### config.mk
export PLATFORM = sky130hd
export DESIGN_NAME = alu_sequencer
export DESIGN_NICKNAME = d
export VERILOG_FILES = /design/src/rtl/alu_sequencer_pkg.sv /design/src/rtl/alu_sequencer.sv
export SDC_FILE = /design/constraint.sdc
export NUM_CORES = 1
export LEC_CHECK = 0
export BUFFER_PORTS_ARGS = -buffer_cell sky130_fd_sc_hd__buf_4
export CORE_AREA = 2 2 96 98
export DETAILED_ROUTE_END_ITERATION = 8
export DIE_AREA = 0 0 98 100
export PLACE_DENSITY = 0.42
export SYNTH_ARGS = -nofsm -noshare
export SYNTH_HDL_FRONTEND = slang
export SYNTH_SLANG_ARGS = --single-unit
### constraint.sdc
create_clock -name clk -period 2.7 [get_ports clk]
set_clock_uncertainty 0.15 [all_clocks]
set_input_delay 0.675 -clock clk [delete_from_list [all_inputs] [get_ports clk]]
set_output_delay 0.675 -clock clk [all_outputs]
set_load 0.1 [all_outputs]
### src/rtl/alu_sequencer_pkg.sv
// Shared definitions for the accumulator ALU sequencer: data/opcode widths,
// opcode encodings, controller state encoding and opcode class helpers.
package alu_sequencer_pkg;

  localparam int unsigned DATA_W = 8;
  localparam int unsigned OP_W   = 3;

  localparam logic [OP_W-1:0] OP_ADD = 3'b000;
  localparam logic [OP_W-1:0] OP_SUB = 3'b001;
  localparam logic [OP_W-1:0] OP_XOR = 3'b010;
  localparam logic [OP_W-1:0] OP_SHL = 3'b011;
  localparam logic [OP_W-1:0] OP_LDA = 3'b100;
  localparam logic [OP_W-1:0] OP_STA = 3'b101;
  localparam logic [OP_W-1:0] OP_CMA = 3'b110;
  localparam logic [OP_W-1:0] OP_CLA = 3'b111;

  typedef enum logic [2:0] {
    ST_IDLE = 3'd0,
    ST_RD   = 3'd1,
    ST_EXEC = 3'd2,
    ST_WR   = 3'd3,
    ST_DONE = 3'd4
  } state_t;

  // Opcodes that fetch an operand from memory before retiring or executing.
  function automatic logic op_reads_mem(input logic [OP_W-1:0] op);
    return (op == OP_ADD) || (op == OP_SUB) || (op == OP_XOR) || (op == OP_LDA);
  endfunction

  // Opcodes that go straight to the ALU without touching memory.
  function automatic logic op_is_unary(input logic [OP_W-1:0] op);
    return (op == OP_SHL) || (op == OP_CMA) || (op == OP_CLA);
  endfunction

endpackage

### src/rtl/alu_sequencer.sv
// Multi-cycle accumulator controller sequencing an external 8-bit ALU.
// Owns AC, DR and the E (carry) flag; accepts one instruction at a time,
// fetches operands / stores AC over a wait-state memory port and latches
// the ALU result.
//
// Ports:
//   clk, rst                 clock, synchronous active-high reset
//   instr_valid/ready        instruction handshake (ready only in IDLE)
//   instr_op, instr_addr     opcode and operand/store address
//   mem_req/we/addr/wdata    memory request, held until mem_ack
//   mem_rdata, mem_ack       load data and access completion
//   alu_sel, alu_ac, alu_dr  ALU selector and operand registers
//   alu_result               combinational ALU result
//   ac_out, e_out            architectural AC and E
//   done                     one-cycle retire pulse
module alu_sequencer
  import alu_sequencer_pkg::*;
#(
  parameter int unsigned ADDR_W = 8
) (
  input  logic              clk,
  input  logic              rst,
  input  logic              instr_valid,
  output logic              instr_ready,
  input  logic [OP_W-1:0]   instr_op,
  input  logic [ADDR_W-1:0] instr_addr,
  output logic              mem_req,
  output logic              mem_we,
  output logic [ADDR_W-1:0] mem_addr,
  output logic [DATA_W-1:0] mem_wdata,
  input  logic [DATA_W-1:0] mem_rdata,
  input  logic              mem_ack,
  output logic [OP_W-1:0]   alu_sel,
  output logic [DATA_W-1:0] alu_ac,
  output logic [DATA_W-1:0] alu_dr,
  input  logic [DATA_W-1:0] alu_result,
  output logic [DATA_W-1:0] ac_out,
  output logic              e_out,
  output logic              done
);

  state_t              r_state;
  state_t              w_state_n;
  logic                w_accept;
  logic [OP_W-1:0]     w_op_n;

  logic [OP_W-1:0]     r_op;
  logic [ADDR_W-1:0]   r_addr;
  logic [DATA_W-1:0]   r_ac;
  logic [DATA_W-1:0]   r_dr;
  logic                r_e;

  logic                r_mem_req;
  logic                r_mem_we;
  logic [OP_W-1:0]     r_alu_sel;
  logic                r_ready;
  logic                r_done;

  logic [DATA_W:0]     w_add;
  logic [DATA_W:0]     w_sub;
  logic                w_e_n;

  // State register.
  always_ff @(posedge clk) begin
    if (rst) begin
      r_state <= ST_IDLE;
    end else begin
      r_state <= w_state_n;
    end
  end

  // Next-state logic; acceptance is only possible in IDLE.
  always_comb begin
    w_state_n = r_state;
    w_accept  = 1'b0;
    unique case (r_state)
      ST_IDLE: begin
        if (instr_valid) begin
          w_accept = 1'b1;
          if (op_reads_mem(instr_op)) begin
            w_state_n = ST_RD;
          end else if (op_is_unary(instr_op)) begin
            w_state_n = ST_EXEC;
          end else begin
            w_state_n = ST_WR;
          end
        end
      end
      ST_RD: begin
        if (mem_ack) begin
          w_state_n = (r_op == OP_LDA) ? ST_DONE : ST_EXEC;
        end
      end
      ST_EXEC: begin
        w_state_n = ST_DONE;
      end
      ST_WR: begin
        if (mem_ack) begin
          w_state_n = ST_DONE;
        end
      end
      ST_DONE: begin
        w_state_n = ST_IDLE;
      end
      default: begin
        w_state_n = ST_IDLE;
      end
    endcase
  end

  // Opcode in effect next cycle, so alu_sel can be registered into EXEC.
  assign w_op_n = w_accept ? instr_op : r_op;

  // 9-bit sums used only for the carry flag; the ALU produces the data result.
  assign w_add = {1'b0, r_ac} + {1'b0, r_dr};
  assign w_sub = {1'b0, r_ac} + {1'b0, ~r_dr} + (DATA_W + 1)'(1);

  always_comb begin
    w_e_n = r_e;
    unique case (r_op)
      OP_ADD:  w_e_n = w_add[DATA_W];
      OP_SUB:  w_e_n = w_sub[DATA_W];
      OP_SHL:  w_e_n = r_ac[DATA_W-1];
      OP_CLA:  w_e_n = 1'b0;
      default: w_e_n = r_e;
    endcase
  end

  // Datapath registers: latched instruction, AC, DR, E.
  always_ff @(posedge clk) begin
    if (rst) begin
      r_op   <= OP_ADD;
      r_addr <= '0;
      r_ac   <= '0;
      r_dr   <= '0;
      r_e    <= 1'b0;
    end else begin
      if (w_accept) begin
        r_op   <= instr_op;
        r_addr <= instr_addr;
      end
      if ((r_state == ST_RD) && mem_ack) begin
        if (r_op == OP_LDA) begin
          r_ac <= mem_rdata;
        end else begin
          r_dr <= mem_rdata;
        end
      end
      if (r_state == ST_EXEC) begin
        r_ac <= alu_result;
        r_e  <= w_e_n;
      end
    end
  end

  // Control outputs registered from the next state so they align with it.
  always_ff @(posedge clk) begin
    if (rst) begin
      r_mem_req <= 1'b0;
      r_mem_we  <= 1'b0;
      r_alu_sel <= '0;
      r_ready   <= 1'b1;
      r_done    <= 1'b0;
    end else begin
      r_mem_req <= (w_state_n == ST_RD) || (w_state_n == ST_WR);
      r_mem_we  <= (w_state_n == ST_WR);
      r_alu_sel <= (w_state_n == ST_EXEC) ? w_op_n : '0;
      r_ready   <= (w_state_n == ST_IDLE);
      r_done    <= (w_state_n == ST_DONE);
    end
  end

  assign instr_ready = r_ready;
  assign mem_req     = r_mem_req;
  assign mem_we      = r_mem_we;
  assign mem_addr    = r_addr;
  assign mem_wdata   = r_ac;
  assign alu_sel     = r_alu_sel;
  assign alu_ac      = r_ac;
  assign alu_dr      = r_dr;
  assign ac_out      = r_ac;
  assign e_out       = r_e;
  assign done        = r_done;

endmodule

==> results of run 1 <==
-- kinds of logic after synthesis --
family | synth area share (%)
buf+inv | 9.98
flops | 38.4
mux | 9.60
fa+ha+maj | 9.35
simple gates | 20.7
compound gates | 11.9
-- worst register-to-register path, stage by stage (launching register included) --
cell,delay [ps]
dfxtp_1,390
inv_1,60
ha_1,350
nand4_1,90
or4b_1,480
nor3_1,250
nor3_1,90
a211oi_2,190
-- state kept, by name, indices dropped and copies added (netlist names) --
register	cells
ac_out	8
alu_dr	8
alu_sel	3
done	1
e_out	1
instr_ready	1
mem_addr	8
mem_req	1
mem_we	1
r_op	3
r_state	3
-- layer usage --
metal | share of wire (%) | vias up
met5 | 0 | -
met4 | 0.39 | 0
met3 | 6.3 | 2
met2 | 46 | 53
met1 | 48 | 739
li1 | - | 856
-- power by group --
group / internal, mW / total (mW) / switching, mW
Combinational: 0.145 / 0.552 / 0.406
Sequential: 0.594 / 0.631 / 0.0362
Clock: 0.275 / 0.492 / 0.217
-- through the flow --
step           instances  power, mW  setup WS (ps)  instance area, um^2
2_1_floorplan        220       1.08           91.3                 1980
3_3_place_gp         387       1.20            584                 2560
3_5_place_dp         387       1.20            563                 2560
4_1_cts              395       1.70            534                 2670
5_1_grt              395       1.76            463                 2670
6_report             395       1.67            570                 2670
-- worst paths after layout --
kind,start,end,depth (start not counted)
worst max-delay path,alu_dr[7],e_out,7
worst min-delay path,mem_addr[1],mem_addr[1],2
worst max register to register,alu_dr[7],e_out,7
worst min register to register,mem_addr[1],mem_addr[1],2
-- layout make-up --
class	instances	area share (%)
flip-flops and latches	38	28.5
inverters	9	1.27
clock inverters	3	1.69
clock buffers	5	2.58
repair buffers	80	22.5
well taps	111	5.20
multi-input cells	149	38.3
-- synthesized netlist by cell type (all sizes together) --
cell     instances
clkbuf           3
o21a             1
a311oi           2
dfxtp           38
or2              1
a211oi           1
nor4             1
o21bai           1
nand3b           1
nor2            36
nand4            1
or4b             2
nand2b           3
nor3             5
o2111ai          1
o31ai            1
ha              14
nor4b            1
buf             21
a31oi            1
and3             2
maj3             1
and4bb           2
inv              9
nor2b            2
o21ai            3
nor3b            2
mux2i           19
nand2           21
a2111oi          1
a21oi           23
-- cell usage in the layout, fill, tap and decap left out, drive strengths merged --
cell	instances
or2	1
maj3	1
nor4b	1
nand2	21
o21bai	1
a2111oi	1
dfxtp	38
nor4	1
bufinv	1
inv	9
and4bb	2
o21a	1
o2111ai	1
a21oi	23
nor2	36
ha	14
buf	80
nor3	5
mux2i	19
nand3b	1
a211oi	1
or4b	2
a311oi	2
clkbuf	5
nand2b	3
o21ai	3
a31oi	1
nor2b	2
clkinvlp	2
o31ai	1
and3	2
nor3b	2
nand4	1
==> results.cfg, run 1 <==
[outcome]
outcome = finished clean

[floorplanning]
initial_utilization_pct = 22.3
dieWidth_um = 98
rows = 35
dieArea_um2 = 9800
fp.dieH_um = 100
ios = 79
core_um2 = 8890

[grt]
busiest_layer = met2
overflow = 0
met3_usage_pct = 3.48
antenna_found_initial = 0
grt_pass1_vias = 1614
grt_max_degree = 31
grt_use_met2_pct = 16.4
groute.usage.overall_pct = 10.1
grt_pass1_wl_mm = 7.99
use_met1_pct = 13.1

[clock_network]
cts.htree.levels = 2
cts_inserted_buffers = 5
clk_latency_ps = 290
cts.sinks = 38
clock_path_buffers = 2
cts_root_buf = clkbuf_8
cts-hold-fix-buffers = 0
post_cts_resized = 0
cts_tree = built
path_clk_slew_ps = 80
post_cts_buffers = 0

[logic_synthesis]
synth_top_area_share_pct = 38.4
syn_inst = 220
seq_area_frac_synth_pct = 38.4
synth_cell_types = 39
synth_top_area_cell = dfxtp_1
syn_nets = 265
synth_area_um2 = 1980
netlist_top_cells_area = dfxtp_1 38%, mux2i_1 9.6%, ha_1 8.8%
ys_seq_elements = 38
yosysWarnings = 0
syn_area_per_cell_um2 = 9.00

[setup_path]
cp-end-kind = flip-flop
crit_type = reg -> reg
cp_common_cell = nor3_1
crit_fanout = 5
cp_cell_sequence = inv_1, ha_1, nand4_1, or4b_1, nor3_1, nor3_1, a211oi_2
critPathTopFamily = simple AND/OR/NAND/NOR gates
crit_required_ps = 2770
path_buf_inv = 1
rrSetupSlack_ps = 570
start_kind = flip-flop
cpPeakStageDelay_ps = 480
crit_slowest_cell = or4b_1
cp.arrival_ps = 2200

[layout]
seqCellArea_um2 = 761
fill_cells = 950
diodes = 0
syn_to_final_growth_pct = 34.8
layout-drive-gt1-share_pct = 34.5
multi_input_area_um2 = 1020
utilization_pct = 30.0
fin_nets = 328

[sta]
whs_ps = 311
finalHoldViolCount = 0
setup_viol = 0
worstMarginPinSlew_ps = 762
finalSetupTns_ps = 0
fin_crit_ps = 2130
finalMaxSlewViolations = 0
relSlewSlack_pct = 49.2
timing.fmax_mhz = 469
fin_crit_sh_pct = 78.9
grt_setup_unrepaired = no

[power]
power_density_nw_per_um2 = 627
leakage_nw = 1.24
peakVddDrop_v = 0.000205

[route]
num_vias = 1650
wire_per_inst_um = 12.3
routed_wl_mm = 4.84
viasPerCell = 4.18
dr.pass1.iters = 4
drt_iter0_drc = 27
ant_nets = 0
drc = 0

[job]
maxCapViolCount = 0

[placed_design]
hpwl_mm = 3.65
port_buffers = 78
gp_routability_congestion = 0.697

[hold_path]
min_path_type = reg -> reg
Power figures use the tool's default switching activity.
==> inputs of run 2 (changes only) <==
- ABC_AREA: unset -> 1
- clock period: 2.7 -> 2.1 ns (I/O delays scaled with it)
==> run 2 against run 1 <==
Sequential share of layout area increased by 0.39 points; first-iteration DRC count increased to 2.9 times the previous value; power increased by 58%; largest power group is now combinational logic; final area increased by 0.94%; non-clock buffer count decreased by 1.
==> results.cfg, run 2 <==
[outcome]
outcome = finished clean

[clock_network]
cts.sinks = 38
cts.htree.levels = 2
path_clk_slew_ps = 80
cts_inserted_buffers = 5
post_cts_buffers = 0
cts-hold-fix-buffers = 0
cts_tree = built
cts_root_buf = clkbuf_8
clock_path_buffers = 2
clk_latency_ps = 290
post_cts_resized = 0

[setup_path]
cp_cell_sequence = buf_4
cp.arrival_ps = 1040
crit_slowest_cell = dfxtp_1
path_buf_inv = 1
critPathTopFamily = flip-flops
crit_type = reg -> out
cpPeakStageDelay_ps = 420
reg2reg_from = alu_dr[5]
rr_worst_depth = 10
rrSetupSlack_ps = 480
start_kind = flip-flop
crit_fanout = 6
crit_required_ps = 1420
cp-end-kind = output port
rr_endpoint = e_out

[logic_synthesis]
seq_area_frac_synth_pct = 38.9
synth_edf_count = 0
synthTopCellsByCount = 39 x nand2_1, 38 x dfxtp_1, 37 x nor2_1
yosysWarnings = 0
synth_most_common_cell = nand2_1
synth_cell_types = 29
synth_top_area_cell = dfxtp_1
netlist_top_cells_area = dfxtp_1 39%, ha_1 9.0%, nand2_1 7.5%
synth_area_um2 = 1950
synthArstFlopShare_pct = 0
syn_inst = 257
syn_area_per_cell_um2 = 7.60
syn_nets = 302
ys_seq_elements = 38
ys.flop_type = dfxtp_1
synth_top_area_share_pct = 38.9

[sta]
timing.fmax_mhz = 583
finalSetupTns_ps = 0
finalHoldViolCount = 0
fin_crit_sh_pct = 81.7
worstMarginPinSlew_ps = 353
worst_slack_ps = 385
fin_crit_ps = 1720
relSlewSlack_pct = 76.2
finalMaxSlewViolations = 0
grt_setup_unrepaired = no
setup_viol = 0

[hold_path]
min_path_type = in -> reg
whs_endpoint = alu_dr[0]
holdPathStages = 3
min-delay-start = mem_rdata[0]

[route]
drc = 0
dr.pass1.iters = 4
num_vias = 1788
routed_wl_mm = 5.53
wire_per_inst_um = 12.8
drt_iter0_drc = 79
viasPerCell = 4.13
ant_nets = 0

[grt]
grt_pass1_vias = 1752
groute.usage.overall_pct = 11.3
overflow = 0
grt_pass1_wl_mm = 8.77
grt_max_degree = 17
antenna_found_initial = 0

[layout]
fin_nets = 366
seqCellArea_um2 = 778
layout-drive-gt1-share_pct = 36.6
syn_to_final_growth_pct = 37.9
diodes = 0
multi_input_area_um2 = 922
fill_cells = 990
final_cell_mix = 79 x buf_4, 39 x nand2_1, 37 x nor2_1, 30 x inv_1, 26 x o21ai_0
final_common_cell = buf_4

[floorplanning]
rows = 35
initial_utilization_pct = 22.0
fp.dieH_um = 100
core_um2 = 8890
dieArea_um2 = 9800
dieWidth_um = 98
ios = 79

[power]
power_density_nw_per_um2 = 978
pwr-share-clk_pct = 29.9
totalPowerFinal_mw = 2.64
leakage_nw = 1.35
switchingPower_mw = 1.12
peakVddDrop_v = 0.000285
p_sw_share_pct = 42.5
pwr-share-seq_pct = 32.0
internal_power_mw = 1.52
comb_power_share_pct = 38.1

[placed_design]
hpwl_mm = 4.18
gp_routability_congestion = 0.774
dp_slack_ps = 368
port_buffers = 78

[job]
maxCapViolCount = 0
run 2: through the flow:
step           hold WS, ps  cells  utilization, %  area, um^2
3_3_place_gp           330    425            28.7        2550
4_1_cts                307    433            30.3        2700
5_1_grt                326    433            30.3        2700
3_5_place_dp           334    425            28.7        2550
6_report               322    433            30.3        2700
2_1_floorplan          406    257               -        1970
run 2: how the worst max path moves through the flow:
stage,slack (ps),cells past startpoint,from,end
finish,380,1,ac_out[0],mem_wdata[0]
global route,300,6,r_op[2],ac_out[4]
CTS,360,1,ac_out[0],mem_wdata[0]
detailed placement,370,6,instr_valid,instr_ready
global placement,410,9,mem_ack,alu_sel[0]
floorplan,3,1,ac_out[0],alu_ac[0]
run 2: kinds of logic after synthesis:
family,share of synthesized area [%]
buffers and inverters,13.9
adder cells (fa/ha/maj),8.96
AND/OR/NAND/NOR,22.0
multiplexers,0.512
flip-flops,38.9
AO/OA/AOI/OAI,15.7
run 2: layout make-up:
| type | count | share of cell area (%) |
|---|---|---|
| clock inverter | 2 | 2.23 |
| clock buffer | 6 | 3.06 |
| tap | 111 | 5.15 |
| sequential | 38 | 28.9 |
| multi-input combinational | 165 | 34.2 |
| timing repair buffer | 79 | 22.0 |
| inverter | 32 | 4.46 |
run 2: routing by layer:
layer / global-route usage [%] / share of wire (%) / vias to the layer above / wire (um)
li1: - / - / 936 / -
met1: 14.0 / 44 / 797 / 2440
met2: 19.2 / 49 / 51 / 2720
met3: 3.41 / 5.6 / 4 / 307
met4: 3.21 / 0.96 / 0 / 53
met5: 0 / 0 / - / 0
run 2: power by group through the flow:
stage | Combinational, mW | Clock [mW] | Sequential (mW)
global route | 1.06 | 0.850 | 0.855
finish | 1.00 | 0.789 | 0.843
global placement | 1.01 | 0 | 0.862
detailed placement | 1.01 | 0 | 0.863
CTS | 1.01 | 0.816 | 0.847
floorplan | 0.469 | 0 | 1.21
==> inputs of run 3 (changes only) <==
- ABC_AREA: 1 -> 0
- clock period: 2.1 -> 1.7 ns (I/O delays scaled with it)
==> run 3 against run 2 <==
The flow now finishes with violations (negative setup slack); count of clock-buffer cells in the layout unchanged; routed wire length is 6.5% lower; sequential power is 17% higher; power up 7.8%; sequential share of layout area shrank 2.8 points; hold slack got worse by 98 ps; first-iteration DRC count is 52% lower; setup slack got worse by 570 ps; critical path depth rose by 6; die area stayed put; largest cell class unchanged.
==> results.cfg, run 3 (same netlist as run 1, synthesis figures left out) <==
[outcome]
outcome = finished with violations
violations = negative setup slack

[job]
maxCapViolCount = 0

[sta]
worst_slack_ps = -189
finalSetupTns_ps = -189
worstMarginPinSlew_ps = 606
timing.fmax_mhz = 529
fin_crit_ps = 1890
finalHoldViolCount = 0
finalMaxSlewViolations = 0
relSlewSlack_pct = 59.5
grt_setup_unrepaired = yes
fin_crit_sh_pct = 111
setup_viol = 1

[setup_path]
crit_start = alu_dr[5]
cp-end-kind = flip-flop
start_kind = flip-flop
crit_fanout = 2
crit_type = reg -> reg
cpPeakStageDelay_ps = 560
reg2reg_from = alu_dr[5]
crit_slowest_cell = or4b_4
crit_required_ps = 1760
cp_cell_sequence = inv_2, ha_4, nand4_1, or4b_4, nor3_4, nor3_2, a211oi_2
cp.arrival_ps = 1950

[clock_network]
cts_tree = built
cts_root_buf = clkbuf_8
clock_path_buffers = 2
cts.sinks = 38
cts-hold-fix-buffers = 0
cts.htree.levels = 2
path_clk_slew_ps = 80
clk_latency_ps = 290
cts_inserted_buffers = 5

[route]
drt_iter0_drc = 38
num_vias = 1794
dr.pass1.iters = 3
viasPerCell = 4.22
ant_nets = 0
wire_per_inst_um = 12.2
drc = 0
routed_wl_mm = 5.17

[hold_path]
min_path_type = in -> reg
min-delay-start = mem_rdata[3]

[layout]
final_cell_mix = 107 x buf_4, 36 x nor2_1, 22 x a21oi_1, 20 x dfxtp_1
final_common_cell = buf_4
utilization_pct = 34.6
layout-drive-gt1-share_pct = 50.3
fin_nets = 358
syn_to_final_growth_pct = 55.3
diodes = 0

[floorplanning]
ios = 79
core_um2 = 8890
dieArea_um2 = 9800
dieWidth_um = 98
fp.dieH_um = 100
initial_utilization_pct = 22.3
rows = 35

[placed_design]
dp_slack_ps = -164
gp_routability_congestion = 0.785
port_buffers = 78
hpwl_mm = 3.94

[power]
pwr-share-seq_pct = 34.7
p_sw_share_pct = 37.5
peakVddDrop_v = 0.000295
switchingPower_mw = 1.07
pwr-share-clk_pct = 30.4
internal_power_mw = 1.78
totalPowerFinal_mw = 2.84
power_density_nw_per_um2 = 924
leakage_nw = 1.45
comb_power_share_pct = 34.8

[grt]
grt_max_degree = 30
grt_pass1_vias = 1719
overflow = 0
groute.usage.overall_pct = 10.7
antenna_found_initial = 0
grt_pass1_wl_mm = 8.46
==> run 3: final timing paths <==
check | endpoint | slack, ps | depth (start not counted)
setup / recovery | e_out | -190 | 7
hold / removal | alu_dr[3] | 220 | 3
setup reg to reg | e_out | -190 | 7
hold reg to reg | mem_addr[0] | 310 | 2
==> run 3: metrics by stage <==
step	hold slack, ps	cells	cell area, um^2
floorplan	347	220	2070
global placement	295	416	2900
detailed placement	303	416	2900
CTS	212	424	3040
global route	222	425	3080
finish	224	425	3080
==> run 3: worst max-delay path, delay by kind of cell (launching register included) <==
kind | cells | cell delay, ps
buffers and inverters | 1 | 40
flip-flops | 1 | 350
adder cells (fa/ha/maj) | 1 | 250
AND/OR/NAND/NOR | 4 | 910
AO/OA/AOI/OAI | 1 | 130
==> run 3: metal layers <==
layer | track usage [%] | routed length (um) | vias to the layer above
met5 | 0 | 0 | -
met4 | 4.17 | 44 | 0
met3 | 1.53 | 231 | 2
met2 | 17.4 | 2360 | 46
met1 | 14.4 | 2530 | 823
li1 | - | - | 923
==> run 3: final cells by class <==
type                            count  area (um^2)
Clock buffer                        6         93.8
Clock inverter                      2         38.8
Fill cell                         944         5810
Inverter                            9         33.8
Multi-Input combinational cell    149         1100
Sequential cell                    38          803
Tap cell                          111          139
Timing Repair Buffer              110          863
==> run 3: power groups by stage <==
stage	registers (mW)	clock network (mW)	logic, mW
after floorplan	1.32	0	0.404
after global placement	1.00	0	0.983
after detailed placement	1.01	0	0.982
after CTS	0.986	0.918	0.986
after global routing	0.996	0.949	1.05
final	0.987	0.865	0.989
==> run 3: what timing repair did <==
item	4_1_cts	5_1_grt
pin swaps	0	6
buffers inserted	0	1
resized for setup	1	9
endpoints found under the setup margin	1	20
